File: src/rtl/clk_div_ctrl.sv
// Programmable clock divider (/2, /4, /8, /16) with a run/stop control
// and a glitch-free ratio change that only takes effect at a period wrap.
//
// Ports:
//   clk      : single clock, all state changes on its rising edge
//   reset    : asynchronous, active-high
//   run      : level, 1 requests divided-clock generation
//   sel_req  : one-cycle pulse requesting a ratio change
//   sel_val  : requested ratio code, sampled only with sel_req
//   div_out  : divided clock, 50% duty, period 2^(cur_sel+1) cycles
//   tick     : pulse on the last cycle of each div_out period
//   sel_ack  : pulse in the cycle a requested ratio takes effect
//   busy     : high while a ratio change waits for the period wrap
//   cur_sel  : ratio code in effect
//   active   : high while generating (RUN or PEND)
module clk_div_ctrl #(
  parameter logic [1:0] RESET_SEL = 2'd0
) (
  input  logic       clk,
  input  logic       reset,
  input  logic       run,
  input  logic       sel_req,
  input  logic [1:0] sel_val,
  output logic       div_out,
  output logic       tick,
  output logic       sel_ack,
  output logic       busy,
  output logic [1:0] cur_sel,
  output logic       active
);

  typedef enum logic [1:0] {
    IDLE = 2'd0,
    RUN  = 2'd1,
    PEND = 2'd2
  } state_t;

  state_t     state_q, state_d;
  logic [3:0] cnt_q, cnt_d;
  logic [1:0] cur_sel_q, cur_sel_d;
  logic [1:0] pend_sel_q, pend_sel_d;
  logic       sel_ack_q, sel_ack_d;

  // Terminal count (P-1) and half period (P/2) for the ratio in effect.
  logic [3:0] last_cnt;
  logic [3:0] half_cnt;
  logic       wrap;

  always_comb begin
    last_cnt = 4'd1;
    unique case (cur_sel_q)
      2'd0: last_cnt = 4'd1;
      2'd1: last_cnt = 4'd3;
      2'd2: last_cnt = 4'd7;
      2'd3: last_cnt = 4'd15;
    endcase
  end

  assign half_cnt = 4'd1 << cur_sel_q;
  assign wrap     = (cnt_q == last_cnt);

  // Outputs come from registered state only.
  assign active  = (state_q != IDLE);
  assign busy    = (state_q == PEND);
  assign div_out = active && (cnt_q >= half_cnt);
  assign tick    = active && wrap;
  assign sel_ack = sel_ack_q;
  assign cur_sel = cur_sel_q;

  always_comb begin
    state_d    = state_q;
    cnt_d      = cnt_q;
    cur_sel_d  = cur_sel_q;
    pend_sel_d = pend_sel_q;
    sel_ack_d  = 1'b0;
    unique case (state_q)
      IDLE: begin
        cnt_d = 4'd0;
        // No period in flight, so a new ratio applies at once.
        if (sel_req) begin
          cur_sel_d = sel_val;
          sel_ack_d = 1'b1;
        end
        if (run) state_d = RUN;
      end
      RUN: begin
        cnt_d = wrap ? 4'd0 : cnt_q + 4'd1;
        // A request, even on the wrap cycle, waits for the next wrap.
        if (sel_req) begin
          pend_sel_d = sel_val;
          state_d    = PEND;
        end else if (wrap && !run) begin
          state_d = IDLE;
        end
      end
      PEND: begin
        cnt_d = wrap ? 4'd0 : cnt_q + 4'd1;
        if (wrap) begin
          cur_sel_d = pend_sel_q;
          sel_ack_d = 1'b1;
          state_d   = run ? RUN : IDLE;
        end
      end
      default: begin
        state_d = IDLE;
        cnt_d   = 4'd0;
      end
    endcase
  end

  always_ff @(posedge clk or posedge reset) begin
    if (reset) begin
      state_q    <= IDLE;
      cnt_q      <= 4'd0;
      cur_sel_q  <= RESET_SEL;
      pend_sel_q <= 2'd0;
      sel_ack_q  <= 1'b0;
    end else begin
      state_q    <= state_d;
      cnt_q      <= cnt_d;
      cur_sel_q  <= cur_sel_d;
      pend_sel_q <= pend_sel_d;
      sel_ack_q  <= sel_ack_d;
    end
  end

endmodule

File: config.mk
export PLATFORM = sky130hd
export DESIGN_NAME = clk_div_ctrl
export DESIGN_NICKNAME = d
export VERILOG_FILES = /design/src/rtl/clk_div_ctrl.sv
export SDC_FILE = /design/constraint.sdc
export NUM_CORES = 1
export LEC_CHECK = 0
export ABC_AREA = 1
export CAP_MARGIN = 20
export CORE_MARGIN = 3
export CORE_UTILIZATION = 54
export CTS_CLUSTER_SIZE = 16
export DETAILED_ROUTE_END_ITERATION = 6
export GPL_ROUTABILITY_DRIVEN = 0
export PLACE_DENSITY = 0.84
export SYNTH_ARGS = -nofsm -noshare
export SYNTH_HDL_FRONTEND = slang
export SYNTH_SLANG_ARGS = --single-unit
File: constraint.sdc
create_clock -name clk -period 3.52 [get_ports clk]
set_clock_uncertainty 0.1 [all_clocks]
set_input_delay 0.704 -clock clk [delete_from_list [all_inputs] [get_ports clk]]
set_output_delay 0.704 -clock clk [all_outputs]
set_load 0.005 [all_outputs]
==> metrics.txt <==
CP peak stage delay=0.50 ns; Fin Setup TNS=0 ns; # Post-CTS Setup Buffers=0; Critical R2R Capture=cur_sel[0]; CTS Buf Count=3; slowest stage cell, crit path=clkdlybuf4s50_1; fin nets=around 130; net count after synthesis=109; hold_sp=pend_sel_q[1]; die area=1920 um^2; Hold Vio Cnt, Final=0; Root Driver=clkbuf_4; post-cts sizing count=0; # DRC=0; CTS H-tree depth=1; final setup vio count=0; critical path class=reg -> out; Synth Instances=between 90 and 100; Arr. time, crit path=2.08 ns; Worst Tran Pin Value=about 0.39 ns; die height=43.8 um; PortBufs=12; Clock Pin Slew Worst Setup and Hold Paths=roughly 0.070 ns; GRT Total Usage=16.8%; Synth area leader=dfrtp_1; R2R depth=9; hold buffers post-CTS=0; Max-slew headroom=74.2%; period utilization=about four fifths; vias in the first global route=about 550; per-cell routed wire length=11.1 um; critical path endpoint=tick; hpwl dp=about 1200 um; cell mode on critical path=nand2_1; hold crit path type=reg -> reg; cells along the critical path=nand2_1 -> ha_1 -> nand2_1 -> nor2_4 -> nand2_2 -> nor2_1 -> clkdlybuf4s50_1; CTS tree=done; critical path peak fanout=7; Layout area overhead=21.3%; RSZ-0062 raised after global routing=false; share of layout cells above drive strength 1=13.6%; WP data required=2.72 ns; vias per cell=around 5; Layout Utilization=76.9%; synth warn=0; remaining antenna violation count=0; number of library cell types mapped by synthesis=21; synthesized flop and latch total=11; DR vias=625; first-pass GRT wire length=2390 um; GRT overflow=0; maximum clock rate=347 MHz; initial antenna violation count=0; crit path from=cur_sel[1]; row count=12; Max Buffers Root-to-Sink=2; Starting Density=between 60% and 70%; flop-to-flop setup slack=1.76 ns; Critical Path Start Type=flop; largest net degree at the start of global routing=12; Die Width=43.8 um; P_leak=0.467 nW; kind of end point of the critical path=output port; outcome=finished clean; core area=1220 um^2; Tmin final=between 2 and 3 ns; mapped cell area=771 um^2; worst skew pair latency=0.26 ns; Syn Area/Cell=8.20 um^2; CTS sink cnt=11; Pins Over Slew Limit=0; WL final=roughly 1400 um; Power Density=811 nW/um^2; Diodes inserted=0; IO Pins=13; r2r startpoint=cur_sel[1]; top cell type's share of synthesized area=35.7%; VDD IR max=0.622 mV; Synth area leaders=dfrtp_1 (36%), ha_1 (15%), nand2_1 (9.7%), inv_1 (7.3%), nor2_1 (4.9%); DRT iter0 DRCs=7; # Max-Cap Violations=0; register area share after synthesis=35.7%; Pre-Repair DR Iteration Count=6
placed cells by master (no fill, tap or decap), types with 3 or more instances in the layout:
cell / instances
ha_1: 9
o21ai_1: 3
nand2_2: 3
a21oi_1: 3
dfrtp_1: 11
nand2_1: 20
nor2_1: 10
inv_1: 15
clkdlybuf4s50_1: 12
clkbuf_4: 3
synthesized netlist by cell type, drive strengths merged:
master  number
nand2       25
inv         16
nor2        13
dfrtp       11
ha           9
o21ai        6
a21oi        3
nand3        3
mux2         2
mux2i        2
nand4        2
xnor2        1
xor2         1
registers in the layout, indices dropped and copies added, names as in the netlist:
signal	flops
pend_sel_q	2
cur_sel	2
cnt_q	4
state_q	2
sel_ack	1
logic make-up after synthesis:
logic type | after synthesis | share of synthesized area (%)
xor+xnor | 2 | 2.27
fa+ha+maj | 9 | 14.6
buf+inv | 16 | 7.79
simple gates | 43 | 27.3
mux | 4 | 5.52
compound gates | 9 | 6.82
flops | 11 | 35.7
worst min-delay path by stage:
stage	end	slack, ns	depth (start not counted)
floorplan	pend_sel_q[0]	0.36	1
global placement	pend_sel_q[1]	0.38	1
detailed placement	pend_sel_q[1]	0.38	1
CTS	pend_sel_q[1]	0.40	1
global route	pend_sel_q[0]	0.44	1
finish	pend_sel_q[1]	0.39	1
worst max-delay path, delay by kind of cell (launching register included):
kind	cells	cell delay [ns]
and+or+nand+nor	5	0.51
buffers and inverters	1	0.50
DFF	1	0.47
adders and majority gates	1	0.32
layer usage:
metal,wire (um),global-route usage (%)
met5,0,0
met4,17,5.42
met3,60,4.15
met2,637,26.7
met1,666,22.3
layout make-up:
cell class / instances / area, um^2
clock buffer: 4 / 26.3
fill: 99 / 282
inverter: 16 / 60.1
multi-input combinational: 67 / 435
sequential: 11 / 275
tap: 14 / 17.5
timing repair buffer: 12 / 120
per-stage QoR:
| stage | setup WS (ns) | instances | instance area, um^2 | power (W) | hold slack, ns |
|---|---|---|---|---|---|
| floorplan | 1.48 | 94 | 771 | 0.000526 | 0.364 |
| global placement | 0.993 | 120 | 908 | 0.000667 | 0.375 |
| detailed placement | 0.924 | 120 | 908 | 0.000685 | 0.381 |
| CTS | 0.630 | 124 | 935 | 0.000769 | 0.395 |
| global route | 0.484 | 124 | 935 | 0.000842 | 0.437 |
| finish | 0.639 | 124 | 935 | 0.000758 | 0.390 |
power by group:
group	switching, W	internal, W
registers	0.0000532	0.000175
clock network	0.0000384	0.0000438
logic	0.000237	0.000211
total	0.000328	0.000430
(Power assumes the default switching activity.)
